**config.mk**
```make
export PLATFORM = sky130hd
export DESIGN_NAME = axis_merger_n
export DESIGN_NICKNAME = d
export VERILOG_FILES = /design/src/rtl/axis_merger_n.sv
export SDC_FILE = /design/constraint.sdc
export NUM_CORES = 1
export LEC_CHECK = 0
export BUFFER_PORTS_ARGS = -buffer_cell sky130_fd_sc_hd__buf_2
export CAP_MARGIN = 5
export CELL_PAD_IN_SITES_DETAIL_PLACEMENT = 1
export CELL_PAD_IN_SITES_GLOBAL_PLACEMENT = 1
export CORE_MARGIN = 2
export CORE_UTILIZATION = 23
export CTS_BUF_LIST = sky130_fd_sc_hd__clkbuf_16
export CTS_CLUSTER_DIAMETER = 200
export DETAILED_ROUTE_END_ITERATION = 10
export PLACE_DENSITY_LB_ADDON = 0.1
export SKIP_LAST_GASP = 1
export SLEW_MARGIN = 15
export SYNTH_ARGS = -nofsm -noshare
export SYNTH_HDL_FRONTEND = slang
export SYNTH_SLANG_ARGS = --single-unit
```
**constraint.sdc**
```tcl
create_clock -name clk -period 1.72 [get_ports clk]
set_input_delay 0.086 -clock clk [delete_from_list [all_inputs] [get_ports clk]]
set_output_delay 0.086 -clock clk [all_outputs]
set_load 0.05 [all_outputs]
```
**src/rtl/axis_merger_n.sv**
```systemverilog
// N-to-1 AXI-stream merger: drains a fixed beat count from each port in index
// order, then either tails on the last port, wraps around, or stops until cleared.

module axis_merger_n_lane #(
  parameter int CW        = 8,
  parameter bit TAIL_LANE = 1'b0
) (
  input  logic [CW-1:0] count,
  input  logic          sel_hit,
  input  logic          grant,
  output logic          ready,
  output logic          nz
);
  // The tail lane's count is ignored, so it never counts as a bounded port.
  assign nz    = (count != '0) && !TAIL_LANE;
  assign ready = sel_hit && grant;
endmodule

module axis_merger_n #(
  parameter int                           DATA_WIDTH       = 16,
  parameter int                           PORTS            = 3,
  parameter int                           COUNT_WIDTH      = 8,
  parameter logic [PORTS*COUNT_WIDTH-1:0] FROM_PORT_COUNTS = {8'd0, 8'd17, 8'd17},
  parameter int                           MODE             = 0
) (
  input  logic                          clk,
  input  logic                          rst,
  input  logic                          clear,
  input  logic [PORTS-1:0]              input_valid,
  output logic [PORTS-1:0]              input_ready,
  input  logic [PORTS*DATA_WIDTH-1:0]   input_data,
  output logic                          output_valid,
  input  logic                          output_ready,
  output logic [DATA_WIDTH-1:0]         output_data,
  output logic [$clog2(PORTS)-1:0]      output_port,
  output logic                          output_last
);
  localparam int SW = $clog2(PORTS);
  localparam logic [1:0] ST_PORT = 2'd0;
  localparam logic [1:0] ST_TAIL = 2'd1;
  localparam logic [1:0] ST_DONE = 2'd2;
  localparam logic [COUNT_WIDTH-1:0] CNT_ONE = COUNT_WIDTH'(1);

  logic [PORTS-1:0][COUNT_WIDTH-1:0] counts;
  logic [PORTS-1:0][DATA_WIDTH-1:0]  data_arr;
  logic [PORTS-1:0]                  nz;
  logic [1:0]                        state, start_state;
  logic [SW-1:0]                     sel, start_sel, nxt_sel;
  logic [COUNT_WIDTH-1:0]            cnt;
  logic                              any_nz, nxt_found, active, grant, at_end, xfer;

  assign counts   = FROM_PORT_COUNTS;
  assign data_arr = input_data;

  for (genvar i = 0; i < PORTS; i++) begin : g_lane
    axis_merger_n_lane #(
      .CW       (COUNT_WIDTH),
      .TAIL_LANE(MODE == 0 && i == PORTS-1)
    ) u_lane (
      .count  (counts[i]),
      .sel_hit(sel == SW'(i)),
      .grant  (grant),
      .ready  (input_ready[i]),
      .nz     (nz[i])
    );
  end

  // Lowest bounded port; also the wrap target in cyclic mode.
  always_comb begin
    any_nz      = 1'b0;
    start_sel   = '0;
    start_state = ST_PORT;
    for (int j = PORTS-1; j >= 0; j--)
      if (nz[j]) begin
        any_nz    = 1'b1;
        start_sel = SW'(j);
      end
    if (!any_nz) begin
      if (MODE == 0) begin
        start_state = ST_TAIL;
        start_sel   = SW'(PORTS-1);
      end else begin
        start_state = ST_DONE;
      end
    end
  end

  always_comb begin
    nxt_found = 1'b0;
    nxt_sel   = '0;
    for (int j = PORTS-1; j >= 0; j--)
      if (nz[j] && j > int'(sel)) begin
        nxt_found = 1'b1;
        nxt_sel   = SW'(j);
      end
  end

  assign active       = rst && !clear && (state != ST_DONE);
  assign grant        = active && output_ready;
  assign output_valid = active && input_valid[sel];
  assign output_data  = data_arr[sel];
  assign output_port  = rst ? sel : start_sel;
  assign at_end       = (state == ST_PORT) && (cnt == counts[sel] - CNT_ONE);
  assign output_last  = (MODE != 0) && active && at_end && !nxt_found;
  assign xfer         = output_valid && output_ready;

  always_ff @(posedge clk) begin
    if (!rst || clear) begin
      state <= start_state;
      sel   <= start_sel;
      cnt   <= '0;
    end else if (xfer && state == ST_PORT) begin
      if (!at_end) begin
        cnt <= cnt + CNT_ONE;
      end else begin
        cnt <= '0;
        if (nxt_found) begin
          sel <= nxt_sel;
        end else if (MODE == 0) begin
          state <= ST_TAIL;
          sel   <= SW'(PORTS-1);
        end else if (MODE == 1) begin
          sel <= start_sel;
        end else begin
          state <= ST_DONE;
        end
      end
    end
  end
endmodule

```
* Yosys cells after proc, flatten, opt, wreduce, memory -nomap -nowiden *
Index checks and enable logic that the tools add are counted.

operators by class
  $lt $le $gt $ge = 2
  equal/unequal tests = 3
  reductions and logical operators = 16
  mux-type cells = 11
  bitwise operators = 1
  add/subtract/negate cells = 2

operator list
  operator                                                     count
  binary-select mux 16 bit (select 2 bit)                      1
  binary-select mux 8 bit (select 2 bit)                       1
  2-to-1 mux 16 bit                                            1
  2-to-1 mux 8 bit                                             2
  logical AND 1 bit                                            9
  adder 8 x 1 -> 8 bit (second input constant)                 1
  == test 8 bit                                                1
  subtractor 8 x 1 -> 8 bit (second input constant)            1
  zero test 2 bit                                              2
  2-to-1 mux 2 bit                                             2
  less-than comparator 2 x 3 -> 1 bit (second input constant)  1
  2-to-1 mux 1 bit                                             3
  AND reduction 3 bit                                          1
  binary-select mux 1 bit (select 2 bit)                       1
  == test 2 x 1 -> 1 bit (second input constant)               1
  == test 2 bit (second input constant)                        1
  > comparator 1 x 2 -> 1 bit (first input constant)           1
  zero test 1 bit                                              2
  AND reduction 2 bit                                          1
  logical OR 1 bit                                             1
  inverter 1 bit                                               1

storage, ports and cells
  register bits after elaboration = 11

* Logic depth before layout (Yosys ltp) *
Gate-level depths: netlist of run 1.

  word-level depth = 6
  gate-level depth with buffers = 7
  mapped depth without buffers = 5

* By module *
A second synthesis of run 1 with hierarchy kept.

unflattened totals
  cell total of the unflattened synthesis = 152
  area total of the unflattened synthesis = 1077.3 um^2

modules (own cells, without submodules)
  module                                      times used  cells each  area an instance (um^2)  seq. area each (um^2)
  axis_merger_n                               1           141         1014.7                   250.2
  axis_merger_n_lane at g_lane[0].u_lane ...  2           4           22.5                     0.0
  axis_merger_n_lane at g_lane[2].u_lane      1           3           17.5                     0.0

* Least setup slack after synthesis of run 1 *
OpenSTA, ideal clock, no wires.

  path kind = register to output
  from = register sel[0]
  to = output port output_data[10]
  cell stages (with the launch flop) = 5
  data arrival time = 1985 ps
  slack = -351 ps
  buffers on the path = 2
  cell sequence = dfxtp_1 -> buf_4 -> clkbuf_1 -> mux2i_1 -> o21ai_0

on the way
  word-level cells in the longest chain between the ends = 2

ends and longest elaborated chain
  what                                     RTL line  RTL
  from (decl)                              48        logic [SW-1:0] sel, start_sel, nxt_sel;
  from (signal assigned)                   110       sel <= start_sel;
  from (signal assigned)                   118       sel <= nxt_sel;
  from (signal assigned)                   121       sel <= SW'(PORTS-1);
  binary-select mux 16 bit (select 2 bit)  101       assign output_data = data_arr[sel];
  2-to-1 mux 16 bit (implied by the code)  101
  to (decl)                                34        output logic [DATA_WIDTH-1:0] output_data,

Every way passes these cells. The select of a mux whose other input is x is not followed.

* Worst setup path after layout of run 1 *
  from = register sel[0]
  to = register cnt[3]

on the way
  word-level cells in the longest chain between the ends = 6
  elaborated cells between the ends (all ways) = 11
  those cells by class = add/sub: 1; eq/ne: 1; mux: 5; reduce/logical: 4

ends and longest elaborated chain
  what                                    RTL line  RTL
  binary-select mux 8 bit (select 2 bit)  103       assign at_end = (state == ST_PORT) && (cnt == counts[sel] - CNT_ONE);
  2-to-1 mux 8 bit (implied by the code)  103
  subtractor 8 x 1 -> 8 bit               103
  == test 8 bit                           103
  logical AND 1 bit                       103
  2-to-1 mux 8 bit                        113       if (!at_end) begin
  to (signal assigned)                    114       cnt <= cnt + CNT_ONE;
  to (decl)                               49        logic [COUNT_WIDTH-1:0] cnt;

Several ways; a longest one is shown, not always the timed one. The select of a mux whose other input is x is not followed.
A chain may end at the register's enable or synchronous reset.

==> metrics.yaml, run 1 <==
status: "finished, final reports clean"
drtIter0Drc: 41
cts-root-buf: "clkbuf_16"
dp_slack_ps: -55.71
avgSynthCellArea_sq_um: 7.159
clk_pin_slew_ps: 40
place.gp.congestion: 0.7934
syn_nets: 196
synth_cell_types: 34
synth-edff-count: 0
grt_antenna_before_repair: 0
core_area_sq_um: 4264
wl_per_cell_um: 14.26
synth_top_area_cell: "dfxtp_1"
critPathTopFamily: "simple AND/OR/NAND/NOR gates"
p_per_area_nw_per_um2: 549.0
async_reset_ff_share_pct: 0
cts_buffer_depth: 2
crit_type: "register to register"
tns_ps: 0
crit_path_end_kind: "register"
slowest_stage: "or4_4"
h-tree-depth: 1
min-delay-path-class: "primary input to register"
row_count: 24
crit_buf_inv: 0
peakVddDrop_mv: 0.2710
synth_top_family_by_area: "simple AND/OR/NAND/NOR gates"
io_pins: 78
grt_overflow: 0
synth_compound_area_share_pct: 18.98
grt_use_total_pct: 16.13
arrival_ps: 1860
synthToLayoutAreaGrowth_pct: 66.79
grt_pass1_wl_um: 6472
nets: 275
drc_errors: 0
min_path_cells: 4
power.leakage_nw: 0.7060
syn-instance-count: 140
routed_wl_um: 3851
via_count: 1321
maxCapViolations: 0
ys_ff_latch: 11
skew_ps: 1.536
worstPathCellList: "mux2i_1 -> o21a_1 -> or3_4 -> or4_4 -> a21oi_2"
fill_cells: 556
fin_crit_ps: 1690
antenna_left: 0
grt_pass1_vias: 1414
die_width_um: 70.01
path_max_fanout: 3
synthMuxAreaShare_pct: 17.98
fin_ws_ps: 30.05
die_h_um: 70.01
first_pass_iters: 4
clock_sinks: 11
cp_slowest_stage_delay_ps: 480
clock_latency_ps: 240
fin_crit_sh_pct: 98.25
synthAdderAreaFrac_pct: 1.248
fin_util_pct: 39.20
synthDominantCellAreaShare_pct: 21.97
start_util_pct: 23.50
ys_top_cells_by_area: "dfxtp_1 22%, mux2i_1 18%, nand2_1 8.6%"
cts_buffers: 3
antennaDiodeCount: 0
grt_max_degree: 23
synthFlopType: "dfxtp_1"
crit_required_ps: 1890
syn_area_sq_um: 1002
tritoncts: "built"
synthXorXnorAreaFrac_pct: 0
setup_violations: 0
ys_warn_count: 0
place_hpwl_um: 2954
port_buffers: 76
cp.depth: 5
via_per_inst: 4.893
holdWs_ps: 228.4
report.final.slew_viol_count: 0
drive_gt1_share_pct: 48.62
synthSimpleGateAreaFrac_pct: 32.08
rsz0062_at_grt: "yes"
r2r_cells: 5
max_clock_freq_mhz: 591.7
crit_path_start_kind: "register"
timing_hold_violations_final: 0
ys_seq_area_share_pct: 21.97
fp.dieArea_sq_um: 4901
[power by group]
group | switching [mW] | internal (mW) | total [mW]
clock | 0.119 | 0.306 | 0.424
sequential | 0.00118 | 0.257 | 0.258
combinational | 0.139 | 0.0962 | 0.235
[timing repair]
| item | 4_1_cts | 5_1_grt |
|---|---|---|
| setup buffers | 0 | 1 |
| pin swaps | 1 | 4 |
| resized for setup | 24 | 15 |
| endpoints found under the setup margin | 20 | 23 |
| hold buffers | 0 | 0 |
[final timing paths]
path                                          start                   to  slack [ps]
worst max-delay path            sel[0]$_SDFFE_PP0P_  cnt[3]$_SDFFE_PP0P_          30
worst min-delay path                          clear  cnt[1]$_SDFFE_PP0P_         230
worst max register to register  sel[0]$_SDFFE_PP0P_  cnt[3]$_SDFFE_PP0P_          30
worst min register to register  cnt[7]$_SDFFE_PP0P_  cnt[7]$_SDFFE_PP0P_         530
[cell usage in the layout (no fill, tap or decap), drive strengths merged, types with 3 or more instances in the layout]
master,n
buf,88
nor2,4
or3,3
or4,3
nand2,23
nor4,3
clkbuf,3
a21oi,5
dfxtp,11
o21ai,21
or2,3
mux2i,18
nor2b,3
nand3,7
nand3b,3
[metrics by stage]
stage               power [mW]  instances  area [sq um]
floorplan               0.3887        140          1012
global placement        0.4750        265          1456
detailed placement      0.4794        265          1456
CTS                     0.9243        269          1602
global route            0.9623        270          1672
finish                  0.9177        270          1672
[cells by family (layout without fill, tap and decap cells)]
family / count (synthesis) / count (layout)
compound gates: 33 / 33
simple gates: 62 / 62
other cells: 1 / 1
flops: 11 / 11
buf+inv: 14 / 92
mux: 18 / 18
fa+ha+maj: 1 / 1
[state kept, by name (all words and copies together) (netlist names)]
signal,flops
sel,2
cnt,8
state,1
[synthesized netlist by cell type (4+ instances only)]
library cell  number
a21oi_1            5
buf_4              5
clkbuf_1           7
dfxtp_1           11
mux2i_1           18
nand2_1           23
nand3_1            7
nor2_1             4
o21ai_0           17
o21ai_1            4
[routing by layer]
| layer | vias up | track usage [%] | share of wire, % |
|---|---|---|---|
| li1 | 661 | - | - |
| met1 | 610 | 18.42 | 41 |
| met2 | 48 | 28.57 | 50 |
| met3 | 2 | 4.473 | 8.0 |
| met4 | 0 | 5.769 | 0.93 |
| met5 | - | 0 | 0 |
[cell type report]
class                   count  area, sq um  share of cell area, %
clock buffers               3        75.07                  4.491
clock inverters             1        3.754                 0.2246
multi-input cells         115        772.0                  46.18
flip-flops and latches     11        224.0                  13.40
well taps                  52        65.06                  3.892
repair buffers             88        531.8                  31.81
[worst min-delay path, delay by kind of cell]
family / cells / cell delay [ps]
buf+inv: 1 / 90
simple gates: 2 / 190
compound gates: 1 / 50
Power figures use the tool's default switching activity.
==> run 2, diff against run 1 <==
- CORE_UTILIZATION: 23 -> 27
- CTS_BUF_LIST: sky130_fd_sc_hd__clkbuf_16 -> unset
- clock period: 1.72 -> 2.15 ns (I/O delays scaled with it)
==> run 2 against run 1 <==
Sequential share of layout area up 1.5 points; critical endpoint is now cnt[2]$_SDFFE_PP0P_; clock power down 51%; core utilization up 1.7 points; clock-buffer cell count up 1; design area down 12%; largest cell class unchanged; clock skew about the same; critical path type unchanged; wire length down 5.8%.
==> metrics.yaml, run 2 (synthesized netlist as in run 1, its figures left out) <==
drtIter0Drc: 29  # -29%
synthToLayoutAreaGrowth_pct: 47.07
largest_reg_flops: 8  # unchanged
core_area_sq_um: 3606  # -15%
rsz0062_at_grt: "no"
final_cell_mix: "76 x buf_2, 23 x nand2_1, 18 x mux2i_1, 17 x o21ai_0, 11 x dfxtp_1"
comb_power_share_pct: 29.1  # +3.5 points
setup_violations: 0  # unchanged
fin_crit_ps: 1893  # +203.4 ps
path_max_fanout: 8  # +5
via_count: 1307  # -1.1%
drc_errors: 0  # unchanged
first_pass_iters: 4  # unchanged
crit_required_ps: 2270  # +380 ps
cts_buffer_depth: 2  # unchanged
io_pins: 78  # unchanged
cts-root-buf: "clkbuf_8"
tns_ps: 0  # unchanged
top_register: "cnt"
antennaDiodeCount: 0  # unchanged
max_clock_freq_mhz: 528.2  # -11%
tritoncts: "built"
min-delay-path-class: "primary input to register"
seq_area_sq_um: 220.2  # -1.7%
routed_wl_um: 3628  # -5.8%
antenna_left: 0  # unchanged
start_util_pct: 27.79  # +4.3 points
power.leakage_nw: 0.6168  # -13%
report.final.slew_viol_count: 0  # unchanged
fin_crit_sh_pct: 88.06  # -10 points
fill_cells: 491  # -12%
top_regs: "cnt (8), sel (2), state (1)"
cts_resized: 0  # -100%
via_per_inst: 4.989  # +2.0%
final_common_cell: "buf_2"
multiInputGateArea_sq_um: 708.2  # -8.3%
die_width_um: 64.93  # -7.3%
place_inst: 258  # -2.6%
clock_sinks: 11  # unchanged
nets: 271  # -1.5%
skew_ps: 1.586  # +0.04960 ps
maxCapViolations: 0  # unchanged
status: "finished, final reports clean"
wl_per_cell_um: 13.85  # -2.9%
drive_gt1_share_pct: 41.12  # -7.5 points
grt_pass1_vias: 1365  # -3.5%
crit_type: "register to register"
clock_latency_ps: 240  # about the same
crit_path_start_kind: "register"
placedInstanceArea_sq_um: 1429  # -1.9%
place_hpwl_um: 3006  # +1.7%
peakVddDrop_mv: 0.1637  # -40%
die_h_um: 64.93  # -7.3%
crit_path_end_kind: "register"
row_count: 22  # -8.3%
fp.dieArea_sq_um: 4215  # -14%
fin_util_pct: 40.87  # +1.7 points
finalNonFillerCells: 262  # -3.0%
timing_hold_violations_final: 0  # unchanged
netSwitchingPower_mw: 0.1861  # -28%
postCtsSetupBuffers: 0  # unchanged
grt_antenna_before_repair: 0  # unchanged
power_frac_seq_pct: 35.4  # +7.3 points
cts_buffers: 3  # unchanged
grt_max_degree: 23  # unchanged
p_per_area_nw_per_um2: 395.9  # -28%
port_buffers: 76  # unchanged
grt_overflow: 0  # unchanged
power_frac_clock_pct: 35.5  # -11 points
place.gp.congestion: 0.7931  # about the same
grt_use_total_pct: 18.07  # +1.9 points
cell_internal_pwr_mw: 0.3975  # -40%
grt_pass1_wl_um: 5961  # -7.9%
switching_share_pct: 31.89  # +3.7 points
clk_pin_slew_ps: 50  # about the same
arrival_ps: 2020  # +160 ps
h-tree-depth: 1  # unchanged
stdcell_area_sq_um: 1474  # -12%
ctsHoldBuffers: 0  # unchanged
==> run 2: cell type report <==
cell class	instances	share of cell area (%)
clock buffer	4	3.056
sequential	11	14.94
multi-input combinational	115	48.05
tap	48	4.075
timing repair buffer	84	29.88
==> run 2: worst paths after layout <==
check | startpoint | endpoint | slack (ps) | cells past startpoint
worst min register to register | cnt[4]$_SDFFE_PP0P_ | cnt[4]$_SDFFE_PP0P_ | 520 | 2
worst max-delay path | cnt[2]$_SDFFE_PP0P_ | cnt[2]$_SDFFE_PP0P_ | 260 | 5
worst max register to register | cnt[2]$_SDFFE_PP0P_ | cnt[2]$_SDFFE_PP0P_ | 260 | 5
worst min-delay path | clear | sel[0]$_SDFFE_PP0P_ | 350 | 5
==> run 2: worst max-delay path: stages, from the launching register on <==
cell and delay (ps):
dfxtp_1 440, nand4_1 190, or3_1 430, a21oi_1 300, nor3_1 90, a311o_1 320
==> run 2: layer usage <==
metal / global-route usage [%] / part of all wire (%) / routed length, um
met1: 19.35 / 40 / 1457
met2: 33.89 / 52 / 1904
met3: 3.993 / 5.9 / 213
met4: 7.181 / 1.5 / 53
met5: 0 / 0 / 0
==> run 2: power groups by stage <==
stage	clock [mW]	combinational [mW]	sequential (mW)
floorplan	0	0.0980	0.210
global placement	0	0.167	0.210
detailed placement	0	0.170	0.210
CTS	0.217	0.171	0.206
global route	0.225	0.182	0.206
finish	0.207	0.170	0.206
==> run 2: metrics by stage <==
step,worst slack (ps),total power [mW],hold WS [ps]
2_1_floorplan,57.60,0.3079,435.0
3_3_place_gp,406.5,0.3769,494.1
3_5_place_dp,304.6,0.3806,525.3
4_1_cts,237.7,0.5942,350.1
5_1_grt,116.6,0.6139,403.5
6_report,256.6,0.5836,352.3
